### config.mk
export PLATFORM = sky130hd
export DESIGN_NAME = apb_slave
export DESIGN_NICKNAME = d
export VERILOG_FILES = /design/src/rtl/apb_slave_pkg.sv /design/src/rtl/apb_slave_regfile.sv /design/src/rtl/apb_slave.sv
export SDC_FILE = /design/constraint.sdc
export NUM_CORES = 1
export LEC_CHECK = 0
export CORE_UTILIZATION = 60
export DETAILED_ROUTE_END_ITERATION = 7
export PLACE_DENSITY = 0.87
export SLEW_MARGIN = 20
export SYNTH_ARGS = -nofsm -noshare
export SYNTH_HDL_FRONTEND = slang
export SYNTH_HIERARCHICAL = 1
export SYNTH_SLANG_ARGS = --single-unit
### constraint.sdc
create_clock -name pclk -period 15.6 [get_ports pclk]
set_input_delay 1.56 -clock pclk [delete_from_list [all_inputs] [get_ports pclk]]
set_output_delay 1.56 -clock pclk [all_outputs]
set_load 0.02 [all_outputs]
### src/rtl/apb_slave_pkg.sv
// Shared types and constants for the APB completer and its register file.
package apb_slave_pkg;

  typedef enum logic [1:0] {
    ST_IDLE,
    ST_WAIT,
    ST_RESP
  } apb_slv_state_t;

  localparam int REG_CTRL     = 0;
  localparam int REG_STATUS   = 1;
  localparam int REG_SCRATCH0 = 2;

  localparam int CTRL_WAIT_W  = 4;

endpackage

### src/rtl/apb_slave_regfile.sv
// Register file behind the APB completer: CTRL, STATUS counters, scratch words,
// combinational read mux and access error decode.
module apb_slave_regfile
  import apb_slave_pkg::*;
#(
  parameter logic [31:0]            BASE_ADDR    = 32'hA000,
  parameter int                     NUM_REGS     = 8,
  parameter logic [CTRL_WAIT_W-1:0] WAIT_DEFAULT = 4'd0
) (
  input  logic                   clk,
  input  logic                   rst,
  input  logic [31:0]            addr,
  input  logic                   write,
  input  logic [31:0]            wdata,
  input  logic                   commit,
  output logic [31:0]            rdata,
  output logic                   err,
  output logic [CTRL_WAIT_W-1:0] ctrl_wait
);

  logic [CTRL_WAIT_W-1:0] ctrl_q;
  logic [15:0]            rd_cnt;
  logic [15:0]            wr_cnt;
  logic [31:0]            scratch [REG_SCRATCH0:NUM_REGS-1];
  logic [29:0]            idx;

  assign ctrl_wait = ctrl_q;

  // Addresses below the base wrap to a huge index; the explicit compare below catches them anyway.
  assign idx = addr[31:2] - BASE_ADDR[31:2];

  assign err = (addr < BASE_ADDR)
            || (idx >= 30'(NUM_REGS))
            || (addr[1:0] != 2'b00)
            || (write && (idx == 30'(REG_STATUS)));

  always_comb begin
    // NOTE: default assignment first so no path leaves rdata unassigned and infers a latch.
    rdata = '0;
    if (!err && !write) begin
      if (idx == 30'(REG_CTRL)) begin
        rdata = 32'(ctrl_q);
      end else if (idx == 30'(REG_STATUS)) begin
        rdata = {rd_cnt, wr_cnt};
      end else begin
        for (int i = REG_SCRATCH0; i < NUM_REGS; i++) begin
          if (idx == 30'(i)) rdata = scratch[i];
        end
      end
    end
  end

  always_ff @(posedge clk or posedge rst) begin
    if (rst) begin
      ctrl_q <= WAIT_DEFAULT;
      rd_cnt <= '0;
      wr_cnt <= '0;
      // NOTE: the scratch array is small flops, not a RAM, so it can and must be cleared on reset.
      for (int i = REG_SCRATCH0; i < NUM_REGS; i++) scratch[i] <= '0;
    end else if (commit && !err) begin
      if (write) begin
        wr_cnt <= wr_cnt + 16'd1;
        if (idx == 30'(REG_CTRL)) ctrl_q <= wdata[CTRL_WAIT_W-1:0];
        for (int i = REG_SCRATCH0; i < NUM_REGS; i++) begin
          if (idx == 30'(i)) scratch[i] <= wdata;
        end
      end else begin
        rd_cnt <= rd_cnt + 16'd1;
      end
    end
  end

endmodule

### src/rtl/apb_slave.sv
// APB completer: wait-state FSM with registered pready/pslverr/prdata in front
// of a small register file. Commit happens at the edge that ends the response cycle.
module apb_slave
  import apb_slave_pkg::*;
#(
  parameter logic [31:0]            BASE_ADDR    = 32'hA000,
  parameter int                     NUM_REGS     = 8,
  parameter logic [CTRL_WAIT_W-1:0] WAIT_DEFAULT = 4'd0
) (
  input  logic        pclk,
  input  logic        preset,
  input  logic        psel,
  input  logic        penable,
  input  logic [31:0] paddr,
  input  logic        pwrite,
  input  logic [31:0] pwdata,
  output logic [31:0] prdata,
  output logic        pready,
  output logic        pslverr
);

  apb_slv_state_t         state;
  logic [CTRL_WAIT_W-1:0] cnt;
  logic [CTRL_WAIT_W-1:0] ctrl_wait;
  logic [31:0]            rdata;
  logic                   err;
  logic                   commit;

  // The master holds address/data stable until it sees pready, so the live bus is decoded.
  assign commit = (state == ST_RESP);

  apb_slave_regfile #(
    .BASE_ADDR    (BASE_ADDR),
    .NUM_REGS     (NUM_REGS),
    .WAIT_DEFAULT (WAIT_DEFAULT)
  ) u_regfile (
    .clk       (pclk),
    .rst       (preset),
    .addr      (paddr),
    .write     (pwrite),
    .wdata     (pwdata),
    .commit    (commit),
    .rdata     (rdata),
    .err       (err),
    .ctrl_wait (ctrl_wait)
  );

  always_ff @(posedge pclk or posedge preset) begin
    if (preset) begin
      state   <= ST_IDLE;
      cnt     <= '0;
      pready  <= 1'b0;
      pslverr <= 1'b0;
      prdata  <= '0;
    end else begin
      // NOTE: non-blocking throughout; these defaults make the response a one-cycle pulse.
      pready  <= 1'b0;
      pslverr <= 1'b0;
      prdata  <= '0;
      unique case (state)
        ST_IDLE: begin
          if (psel && penable) begin
            // Response lands W+1 cycles after the first access cycle, so W=0 skips waiting.
            if (ctrl_wait == '0) begin
              state   <= ST_RESP;
              pready  <= 1'b1;
              pslverr <= err;
              prdata  <= rdata;
            end else begin
              cnt   <= ctrl_wait - 4'd1;
              state <= ST_WAIT;
            end
          end
        end
        ST_WAIT: begin
          if (!psel) begin
            state <= ST_IDLE;
          end else if (cnt == '0) begin
            state   <= ST_RESP;
            pready  <= 1'b1;
            pslverr <= err;
            prdata  <= rdata;
          end else begin
            cnt <= cnt - 4'd1;
          end
        end
        ST_RESP: state <= ST_IDLE;
        default: state <= ST_IDLE;
      endcase
    end
  end

endmodule

* Yosys cells after proc, flatten, opt, wreduce, memory -nomap -nowiden
Index checks and enable logic that the tools add are counted.
** Storage, ports and cells
- Register bits :: 268
- Latch bits :: 0
- Bits in writable memories :: 0
- ROM bits :: 0
- Input bits :: 69
- Output and inout bits :: 34
- Word-level logic and storage cells :: 96
- Memories kept :: 0
** Cells by class
- Add/sub/neg operators :: 5
- Multipliers :: 0
- Divide/modulo/power cells :: 0
- $lt $le $gt $ge :: 2
- Eq/ne operators :: 14
- Shifts and indexed selects :: 0
- Muxes and demuxes :: 34
- Bitwise operators :: 1
- Reductions and logical operators :: 26
** Operators with widths (count)
- $mux W32 :: 13
- $eq A30 B3 Y1 const B :: 4
- $pmux W32 S2 :: 1
- $eq A30 B2 Y1 const B :: 2
- $add A16 B1 Y16 const B :: 2
- $lt A32 B16 Y1 const B :: 1
- $eq A30 B1 Y1 const B :: 1
- $ge A30 B4 Y1 const B :: 1
- $logic_not A30 Y1 :: 1
- $sub A30 B14 Y30 const B :: 1
- $reduce_and A3 Y1 :: 7
- $mux W4 :: 4
- $logic_not A4 Y1 :: 2
- $mux W1 :: 8
- $mux W2 :: 4
- $ne A2 B2 Y1 const B :: 4
- $pmux W4 S2 :: 1
- $sub A4 B1 Y4 const B :: 2
- $reduce_and A2 Y1 :: 3
- $reduce_and A5 Y1 :: 1
- $logic_and A1 B1 Y1 :: 4
- $pmux W1 S2 :: 2
- $pmux W2 S2 :: 1
- $reduce_bool A2 Y1 :: 2
- 7 further kinds :: 10

* Longest topological paths before layout
Gate-level depths: netlist (run 1).
- Depth in word-level cells :: 14
- Mapped depth :: 12
- Gate-level depth less buffers :: 10

* Modules after synthesis
Netlist (run 1), hierarchy kept.
** Modules (own cells, without submodules)
- apb_slave_regfile :: instances 1, cells an instance 937, area an instance 11602.4 um^2, seq. area each 5705.5 um^2
- apb_slave :: instances 1, cells an instance 117, area an instance 1547.7 um^2, seq. area each 1001.0 um^2

* Worst setup path after synthesis (run 1)
No wires, ideal clock.
- Path kind :: input to register
- Start point :: in paddr[18]
- End point :: reg u_regfile/scratch[10] in the netlist's numbering
- Setup time :: 125 ps
- Arrival :: 4654 ps
- Data required time :: 15475 ps
- Path slack :: 10821 ps
- Cell stages on the path :: 10
- Buffers on the path :: 3
- Path through :: or4_4 > or3_1 > clkbuf_1 > or3_1 > a222oi_1 > and3_1 > buf_6 > nand3_4 > buf_6 > mux2_4
** Between the ends
- Word-level cells in the longest chain between the ends :: 8
- Elaborated cells on any way between the ends :: 12
- Classes of those cells :: 1 x add/sub; 2 x order compare; 2 x eq/ne; 7 x reduce/logical
** Ends and longest elaborated chain
- start, declared :: RTL line apb_slave.sv:14 : input logic [31:0] paddr,
- $sub A30 B14 Y30 :: RTL line apb_slave_regfile.sv:30 : assign idx = addr[31:2] - BASE_ADDR[31:2];
- $ge A30 B4 Y1 :: RTL line apb_slave_regfile.sv:33 : || (idx >= 30'(NUM_REGS))
- $logic_or A1 B1 Y1 :: RTL line apb_slave_regfile.sv:33
- $logic_or A1 B1 Y1 :: RTL line apb_slave_regfile.sv:34 : || (addr[1:0] != 2'b00)
- $logic_or A1 B1 Y1 :: RTL line apb_slave_regfile.sv:35 : || (write && (idx == 30'(REG_STATUS)));
- $logic_not A1 Y1 :: RTL line apb_slave_regfile.sv:60 : end else if (commit && !err) begin
- $logic_and A1 B1 Y1 :: RTL line apb_slave_regfile.sv:60
- $reduce_and A3 Y1 (no source line) (*)
- end signal, assigned by index :: RTL line apb_slave_regfile.sv:65 : if (idx == 30'(i)) scratch[i] <= wdata;
- end, declared :: RTL line apb_slave_regfile.sv:24 : logic [31:0] scratch [REG_SCRATCH0:NUM_REGS-1];
Every way passes the cells marked *; elsewhere a longest branch is shown, timed or not.
A chain may end at the register's enable or synchronous reset.

* Worst setup path after layout (run 1)
- Start point :: in paddr[18]
- End point :: reg u_regfile/scratch[108] in the netlist's numbering
Same word-level chain as after synthesis.

==> results by group, run 1 <==
Outcome
  • Status: finished clean

Global routing
  • Vias in the first global route: slightly below 10k
  • Initial antenna violation count: 0
  • Largest net degree at the start of global routing: 93
  • Grt total ovfl: 0
  • Global-route wire length before repair: 54,300 µm
  • GRT Total Usage: 0.314

Critical path
  • Critical Path Sink Type: flop
  • Max incr delay on CP: just under 800 ps
  • Worst EP required: roughly 16,000 ps
  • Reg2Reg Launch Point: state[0]
  • Setup crit start: paddr[18]
  • Startpoint Class: input port
  • Arrival time worst endpoint: ~6500 ps
  • Cell Chain, Critical Path: clkdlybuf4s50_1, or4_4, or3_1, or3_1, a222oi_1, and3_1, nand4_2, buf_4, mux2_1
  • Cell with the most instances on the worst path: or3_1
  • Worst-path fanout max: 21
  • Slowest cell on crit path: and3_1
  • R2R cell count: 6
  • WS Path Type: input port to flop

Route
  • Wirelength per Cell: 23.6 µm
  • First-pass DRT Iterations: 5
  • Vias: 9,404
  • DRT antenna net count: 0
  • Drt initial violations: ~790
  • Residual DRC count: 0
  • Drt via density: roughly 6.5
  • DRT Wirelength: roughly 34,000 µm

Cells and area
  • Commonest non-fill, non-tap cell in the layout: dfrtp_1
  • Util after Layout: 0.723
  • ANT cells: 0
  • Most frequent cells in the layout: dfrtp_1 (268), clkdlybuf4s50_1 (101), mux2_4 (90)
  • Layout fillers: between 1k and 1.5k
  • Share of cells above drive strength 1: 0.230
  • Net count, final: about 1.2k
  • Area grow syn2layout: 17.1%

Clocking
  • Skew-Pair Late Insertion Delay: approximately 540 ps
  • CTS buffer count: 28
  • Clock transition at path regs: approximately 60 ps
  • CTS tree: built
  • Clk root buf: clkbuf_16
  • Post-CTS Hold Buffers: 0
  • Maximum clock path buffer count: 3
  • Post-CTS sizing: 0
  • # Post-CTS Setup Buffers: 0
  • Clock H-tree levels: 1
  • Sink Count: about 270

STA
  • Final Max Tran Viols: 0
  • Final TNS setup: 0 ps
  • Final worst slack: about 9500 ps
  • Final Hold Viols: 0
  • Skew final: between 6 and 7 ps
  • Worst slew margin: 0.270
  • Fin crit share: 0.392
  • Slew of the pin with the lowest slew margin: roughly 1100 ps
  • RSZ-0062 raised after global routing: false
  • Shortest period the worst path allows: between 6000 and 7000 ps
  • Fmax: roughly 160 MHz
  • # setup viols final: 0

Die
  • Core ar.: 21,300 µm²
  • DIE AREA: between 20,000 and 25,000 µm²
  • Initial Util: 0.618
  • Die X-Extent: 150 µm
  • Row cnt: 53
  • I/O pin cnt: 103
  • Die Height: 150 µm

Pwr
  • Clock Power Share: 0.491
  • Static Leakage: ~7.4 nW
  • Sw frac: 0.214
  • Comb pwr share: 0.049
  • Internal: 1.20 mW
  • Sw Pwr: roughly 320 µW
  • Reg power frac: 0.460
  • PD cells: a little under 100 nW/µm²
  • Max rail drop VDD: between 0.09 and 0.1 mV

Synthesis
  • Top FF cell, synth: dfrtp_1
  • Synthesized area: about 13,000 µm²
  • Register area share after synthesis: 0.510
  • Async S/R FF share, synth: 1.00
  • Cells after synthesis: 1,054
  • Post-synthesis cell type count: 66
  • Post-synth EDFFs: 0
  • Yosys Warn Count: 6
  • Synthesized flop and latch total: approximately 270
  • Avg Inst Size Synth: 12.5 µm²
  • Syn Nets: about 1.1k

Worst hold path
  • Hold WC Path Type: flop to flop
  • Hold Path Depth: 1
  • Hold_sp: u_regfile/scratch[111]

Place
  • GP Congestion: 0.859
  • Pre-CTS WS: between 8000 and 9000 ps
  • Port Buffers: around 100
  • DPL Wire Length: approximately 20,000 µm

Job
  • Maxcap violations: 0
[layer usage]
metal  up-vias  GRT usage  wire length (µm)
met5         -          0                 0
met1      4788      0.415             13900
met4         0      0.137              1200
li1       4078          -                 -
met3       106     0.0552              2610
met2       432      0.510             16300
[cell families (layout without fill, tap and decap cells)]
family,Yosys count,count (layout),share of synthesized area
simple gates,282,282,0.118
flops,268,268,0.510
mux,232,232,0.221
compound gates,163,163,0.0969
buf+inv,74,182,0.0294
xor+xnor,31,31,0.0206
fa+ha+maj,4,4,0.00381
[stage by stage]
stage | cells | total power, mW | hold WS [ps] | cell area (µm²)
after floorplan | 1054 | 0.748 | 442 | 13200
after global placement | 1385 | 0.785 | 466 | 14300
after detailed placement | 1385 | 0.787 | 480 | 14300
after CTS | 1437 | 1.53 | 494 | 15400
after global routing | 1437 | 1.56 | 507 | 15400
final | 1437 | 1.52 | 491 | 15400
[area by class of cell]
class                           count  area (µm²)  share of cell area
Timing Repair Buffer              118        1140              0.0738
Tap cell                          275         344              0.0224
Clock buffer                       38         830              0.0539
Clock inverter                     14         228              0.0148
Inverter                           12        53.8             0.00350
Multi-Input combinational cell    712        6090               0.396
Sequential cell                   268        6710               0.436
[flip-flops by register name (all words and copies together) (netlist names)]
register,cells
u_regfile/wr_cnt,16
pready,1
prdata,32
pslverr,1
u_regfile/ctrl_wait,4
u_regfile/scratch,192
u_regfile/rd_cnt,16
state,2
cnt,4
[synthesized netlist by cell type, types with 18 or more instances]
master | instances | area (µm²)
a221oi_1 | 37 | 324
nor3_1 | 22 | 110
mux2_1 | 38 | 428
nor2_1 | 92 | 345
nand2_1 | 21 | 78.8
o21ai_0 | 35 | 175
a211oi_1 | 25 | 188
mux2_2 | 73 | 822
a221o_1 | 27 | 270
and2_1 | 24 | 150
mux2_4 | 90 | 1350
clkbuf_1 | 36 | 135
xnor2_1 | 18 | 158
dfrtp_1 | 268 | 6710
nand3_1 | 25 | 125
mux2i_1 | 31 | 310
[critical path, delay by kind of cell]
kind	cells	cell delay, ps
buf+inv	2	950
compound gates	1	740
mux	1	360
simple gates	5	2890
[power by group through the flow]
stage	combinational, mW	clock [mW]	sequential, mW
finish	0.0738	0.747	0.700
global route	0.0811	0.783	0.700
CTS	0.0745	0.754	0.700
detailed placement	0.0740	0	0.713
global placement	0.0722	0	0.713
floorplan	0.0349	0	0.713
[worst paths after layout]
| path | endpoint | slack, ps |
|---|---|---|
| worst max-delay path | u_regfile/scratch[108] | 9480 |
| worst min-delay path | u_regfile/scratch[111] | 490 |
| worst max register to register | u_regfile/ctrl_wait[2] | 12430 |
| worst min register to register | u_regfile/scratch[111] | 490 |
| max in group asynchronous | u_regfile/scratch[81] | 11850 |
| min in group asynchronous | u_regfile/rd_cnt[15] | 1570 |
No activity file was read; power rests on OpenSTA's default activity.
==> inputs of run 2 (changes only) <==
--- a/config.mk
+++ b/config.mk
@@ -5,9 +5,9 @@
 export SDC_FILE = /design/constraint.sdc
 export NUM_CORES = 1
 export LEC_CHECK = 0
-export CORE_UTILIZATION = 60
+export CORE_UTILIZATION = 53
 export DETAILED_ROUTE_END_ITERATION = 7
-export PLACE_DENSITY = 0.87
+export PLACE_DENSITY = 0.81
 export SLEW_MARGIN = 20
 export SYNTH_ARGS = -nofsm -noshare
 export SYNTH_HDL_FRONTEND = slang
==> constraint.sdc (replaced) <==
create_clock -name pclk -period 5.3 [get_ports pclk]
set_input_delay 0.53 -clock pclk [delete_from_list [all_inputs] [get_ports pclk]]
set_output_delay 0.53 -clock pclk [all_outputs]
set_load 0.02 [all_outputs]
==> run 2 against run 1 <==
Cell count grew 4.5%. Flip-flop and latch count unchanged. Highest routed layer unchanged. Combinational power rose to 3.0 times the previous value. Utilization decreased by 8.4 points. Routed wire length is 4.3% lower. Die area grew 13%. First-iteration DRC count down 8.2%. Critical endpoint is now prdata[18]. Via count down 1.4%. Non-clock buffer count increased by 15. Sequential share of layout area down 0.43 points. Clock skew grew 8.4 ps. Critical path type unchanged.
==> results by group, run 2 (same netlist as run 1, synthesis figures left out) <==
Pwr
  • PD cells: about 280 nW/µm²
  • Max rail drop VDD: around 0.24 mV
  • Static Leakage: around 7.5 nW

Cells and area
  • Share of cells above drive strength 1: 0.236
  • Area grow syn2layout: 18.2%
  • Post-Layout Cell Count: roughly 1.5k
  • FF+latch area: around 6700 µm²
  • Most frequent cells in the layout: dfrtp_1 (268), clkdlybuf4s50_1 (101), mux2_4 (90)
  • Top reg by flops: u_regfile/scratch
  • Commonest non-fill, non-tap cell in the layout: dfrtp_1
  • Layout fillers: 1,786
  • ANT cells: 0
  • Max reg flops: roughly 190
  • Net count, final: approximately 1.2k
  • Top flop regs: u_regfile/scratch: 192 flops, prdata: 32 flops
  • Multi-input logic area: 6080 µm²

Place
  • Cells after DPL: between 1k and 1.5k
  • Port Buffers: 102
  • GP Congestion: between 0.9 and 1
  • DPL Wire Length: 21,000 µm

Critical path
  • Startpoint Class: input port
  • Reg2Reg Launch Point: state[0]
  • Flop-to-flop setup slack: around 1700 ps
  • Setup crit start: paddr[13]
  • Cell Chain, Critical Path: clkdlybuf4s50_1, inv_1, ha_1, nor2b_1, nor3_1, nand4_1, a21bo_2, a2111oi_0, nand3_1, buf_4, a211oi_1, and2_1
  • Critical Path End: prdata[18]
  • WS Path Type: input port to flop
  • Worst-path fanout max: 21
  • Critical Path Sink Type: flop
  • Critical R2R Capture: u_regfile/ctrl_wait[3]
  • Max incr delay on CP: roughly 800 ps
  • R2R cell count: 6
  • Arrival time worst endpoint: 4850 ps
  • Worst EP required: about 5800 ps
  • Slowest cell on crit path: a2111oi_0

STA
  • Fin crit share: 0.824
  • Slew of the pin with the lowest slew margin: around 1200 ps
  • Shortest period the worst path allows: 4370 ps
  • Worst hold slack: 332 ps
  • RSZ-0062 raised after global routing: false
  • Final TNS setup: 0 ps
  • Fmax: ~230 MHz
  • Worst slew margin: 0.186
  • # setup viols final: 0
  • Final Hold Viols: 0
  • Skew final: approximately 15 ps
  • Final Max Tran Viols: 0

Global routing
  • Global-route wire length before repair: between 50,000 and 60,000 µm
  • Largest net degree at the start of global routing: 105
  • GRT Total Usage: 0.258
  • Initial antenna violation count: 0
  • Vias in the first global route: between 9k and 10k
  • Grt total ovfl: 0

Die
  • DIE AREA: 25,400 µm²
  • Core ar.: roughly 24,000 µm²
  • Die Height: about 160 µm
  • Row cnt: between 50 and 60
  • I/O pin cnt: 103
  • Initial Util: 0.541
  • Die X-Extent: about 160 µm

Clocking
  • Post-CTS Hold Buffers: 0
  • Maximum clock path buffer count: 3
  • CTS buffer count: 28
  • Post-CTS sizing: 0
  • Sink Count: around 270
  • Clock H-tree levels: 1
  • Clk root buf: clkbuf_16
  • # Post-CTS Setup Buffers: 0
  • CTS tree: built
  • Skew-Pair Late Insertion Delay: 540 ps
  • Clock transition at path regs: approximately 60 ps

Route
  • Residual DRC count: 0
  • Vias: between 9k and 10k
  • DRT antenna net count: 0
  • Drt via density: 6.18
  • Wirelength per Cell: between 20 and 25 µm
  • DRT Wirelength: 32,500 µm
  • First-pass DRT Iterations: 5
  • Drt initial violations: ~730

Worst hold path
  • Hold WC Path Type: input port to async pin

Job
  • Maxcap violations: 0

Outcome
  • Status: finished clean
-- run 2: cell type report --
class	count	area share
sequential	268	0.431
multi-input combinational	712	0.391
timing repair buffer	133	0.0864
clock buffer	42	0.0550
tap	324	0.0261
clock inverter	10	0.00684
inverter	12	0.00322
-- run 2: how the worst min path moves through the flow --
stage | start | endpoint | slack, ps | cells after the start
finish | preset | u_regfile/scratch[94] | 330 | 2
CTS | preset | u_regfile/scratch[94] | 320 | 2
global route | preset | u_regfile/scratch[94] | 360 | 2
detailed placement | u_regfile/scratch[101] | u_regfile/scratch[101] | 480 | 1
floorplan | u_regfile/rd_cnt[15] | u_regfile/rd_cnt[15] | 440 | 1
global placement | u_regfile/wr_cnt[15] | u_regfile/wr_cnt[15] | 470 | 1
-- run 2: stage by stage --
step                       util  instance area (µm²)  worst slack, ps  power, mW
after floorplan               -                13200             1550       2.20
after global placement    0.598                14500              569       2.31
after detailed placement  0.600                14600              522       2.32
after CTS                 0.639                15500             1050       4.32
after global routing      0.639                15500              685       4.43
final                     0.639                15500              932       4.29
-- run 2: power breakdown --
part | total (mW) | switching, mW | internal (mW) | leakage (nW)
combinational | 0.224 | 0.136 | 0.0878 | 3.31
clock | 2.00 | 0.797 | 1.21 | 0.477
sequential | 2.06 | 0.00674 | 2.05 | 3.72
total | 4.29 | 0.940 | 3.35 | 7.50
-- run 2: metal layers --
metal | vias to the layer above | share of wire | GRT usage
met5 | - | 0 | 0
li1 | 4104 | - | -
met4 | 0 | 0.039 | 0.105
met2 | 390 | 0.46 | 0.408
met3 | 84 | 0.069 | 0.0461
met1 | 4694 | 0.43 | 0.353
-- run 2: worst max-delay path: cells and delay by family --
family                     cells  cell delay, ps
and+or+nand+nor                5            1570
AOI/OAI and AO/OA              3            1450
adders and majority gates      1             300
buffers and inverters          3             980
==> inputs of run 3 (changes only) <==
==> constraint.sdc (replaced) <==
create_clock -name pclk -period 3.9 [get_ports pclk]
set_input_delay 0.39 -clock pclk [delete_from_list [all_inputs] [get_ports pclk]]
set_output_delay 0.39 -clock pclk [all_outputs]
set_load 0.02 [all_outputs]
==> run 3 against run 2 <==
Clock power grew 31%. Sequential share of layout area shrank 0.70 points. Cell count grew 2.0%. Clock skew grew 1.8 ps. Combinational power grew 41%. Design area grew 1.7%. Non-clock buffer count grew 35. Total power grew 34%. Critical path depth grew 2.
==> results by group, run 3 (same netlist as run 1, synthesis figures left out) <==
Outcome
  • Status: finished clean

Route
  • Drt initial violations: between 900 and 1k
  • Wirelength per Cell: 21.7 µm
  • Metal2 WL: between 15,000 and 20,000 µm
  • DRT Wirelength: around 33,000 µm
  • Top Metal Used: met4
  • WL met3: between 2000 and 2500 µm
  • Vias: about 9.4k
  • M1 WL: between 10,000 and 15,000 µm
  • Drt via density: 6.16
  • Residual DRC count: 0
  • DRT antenna net count: 0
  • First-pass DRT Iterations: 5

Critical path
  • Worst-path fanout max: 9
  • Critical Path Sink Type: flop
  • Worst EP required: between 4000 and 5000 ps
  • WS Path Type: input port to flop
  • Arrival time worst endpoint: around 3900 ps
  • Startpoint Class: input port

STA
  • Slew of the pin with the lowest slew margin: 939 ps
  • # setup viols final: 0
  • Worst hold slack: between 300 and 400 ps
  • Skew final: approximately 17 ps
  • Final Hold Viols: 0
  • Fin crit share: 0.872
  • Worst slew margin: 0.372
  • Final worst slack: about 500 ps
  • RSZ-0062 raised after global routing: false
  • Fmax: roughly 290 MHz
  • Final Max Tran Viols: 0
  • Shortest period the worst path allows: approximately 3400 ps

Clocking
  • Post-CTS Hold Buffers: 0
  • Post-CTS sizing: 0
  • Maximum clock path buffer count: 3
  • Sink Count: between 200 and 300
  • CTS buffer count: 27
  • Clk root buf: clkbuf_16
  • Skew-Pair Late Insertion Delay: around 530 ps
  • Clock transition at path regs: roughly 70 ps
  • # Post-CTS Setup Buffers: 0
  • Clock H-tree levels: 1
  • CTS tree: built

Pwr
  • Static Leakage: around 7.7 nW
  • Total chip power: 5.73 mW
  • Max rail drop VDD: ~0.28 mV
  • PD cells: ~360 nW/µm²

Place
  • GP Congestion: between 0.8 and 0.9
  • Port Buffers: about 100
  • Dpl cell area: approximately 15,000 µm²
  • DPL Wire Length: roughly 22,000 µm
  • Cells after DPL: ~1.5k
  • Pre-CTS WS: -9.69 ps

Die
  • Die Height: 160 µm
  • Initial Util: 0.541
  • I/O pin cnt: around 100
  • Row cnt: between 50 and 60
  • DIE AREA: 25,400 µm²
  • Core ar.: around 24,000 µm²
  • Die X-Extent: 160 µm

Cells and area
  • Top flop regs: u_regfile/scratch: 192 flops, prdata: 32 flops
  • Most frequent cells in the layout: dfrtp_1 (268), clkdlybuf4s50_1 (101), mux2_4 (90)
  • ANT cells: 0
  • Top reg by flops: u_regfile/scratch
  • Layout fillers: around 1.8k
  • Design Area, Final: around 16,000 µm²
  • Net count, final: between 1k and 1.5k
  • Share of cells above drive strength 1: 0.258
  • Post-Layout Cell Count: between 1.5k and 2k
  • Multi-input logic area: 6080 µm²
  • Area grow syn2layout: 20.2%
  • Commonest non-fill, non-tap cell in the layout: dfrtp_1
  • FF+latch area: 6710 µm²
  • Max reg flops: approximately 190

Global routing
  • GRT Total Usage: 0.268
  • Vias in the first global route: between 9k and 10k
  • Grt total ovfl: 0
  • Initial antenna violation count: 0
  • Global-route wire length before repair: about 55,000 µm
  • Largest net degree at the start of global routing: 66

Worst hold path
  • Hold WC Path Type: input port to async pin

Job
  • Maxcap violations: 0
-- run 3: changes by cell type in the layout (fill, tap and decap cells not counted), sizes merged --
| cell | delta |
|---|---|
| buf | +35 |
| clkbuf | -8 |
| inv | +5 |
| clkinv | -1 |
| clkinvlp | -1 |
-- run 3: layout make-up --
class | count | share of cell area
sequential | 268 | 0.424
tap | 324 | 0.0257
timing repair buffer | 168 | 0.106
inverter | 12 | 0.00317
clock buffer | 34 | 0.0476
clock inverter | 13 | 0.00895
multi-input combinational | 712 | 0.385
-- run 3: power by group --
group	internal, mW	switching [mW]
Sequential	2.79	0.00883
Clock	1.51	1.11
Combinational	0.126	0.190
-- run 3: worst max-delay path, cell delays in order --
cell and delay (ps):
clkdlybuf4s50_1 430, or4_4 550, buf_4 160, or2_2 300
o41ai_1 330, buf_4 170, nand4_1 70, a2111oi_0 300
buf_4 200, nand3_1 110, buf_4 220, buf_4 160
a211oi_1 260, and2_1 190
-- run 3: worst paths after layout --
| path | depth (start not counted) | from | slack (ps) | endpoint |
|---|---|---|---|---|
| min in group pclk | 2 | psel | 460 | state[1] |
| max reg2reg | 4 | cnt[2] | 1400 | prdata[12] |
| max | 14 | paddr[18] | 500 | prdata[24] |
| min | 2 | preset | 350 | u_regfile/wr_cnt[2] |
| min reg2reg | 1 | u_regfile/wr_cnt[15] | 490 | u_regfile/wr_cnt[15] |
| max in group asynchronous | 4 | preset | 2620 | u_regfile/scratch[179] |
-- run 3: metal layers --
metal  vias to the layer above  global-route usage
met3                        60              0.0419
met5                         -                   0
met1                      4811               0.371
met2                       386               0.440
li1                       4170                   -
met4                         0              0.0726
-- run 3: stage by stage --
step / TNS (ps) / utilization
floorplan: 0 / -
global placement: -152 / 0.612
detailed placement: -9.69 / 0.612
CTS: 0 / 0.649
global route: 0 / 0.650
finish: 0 / 0.650
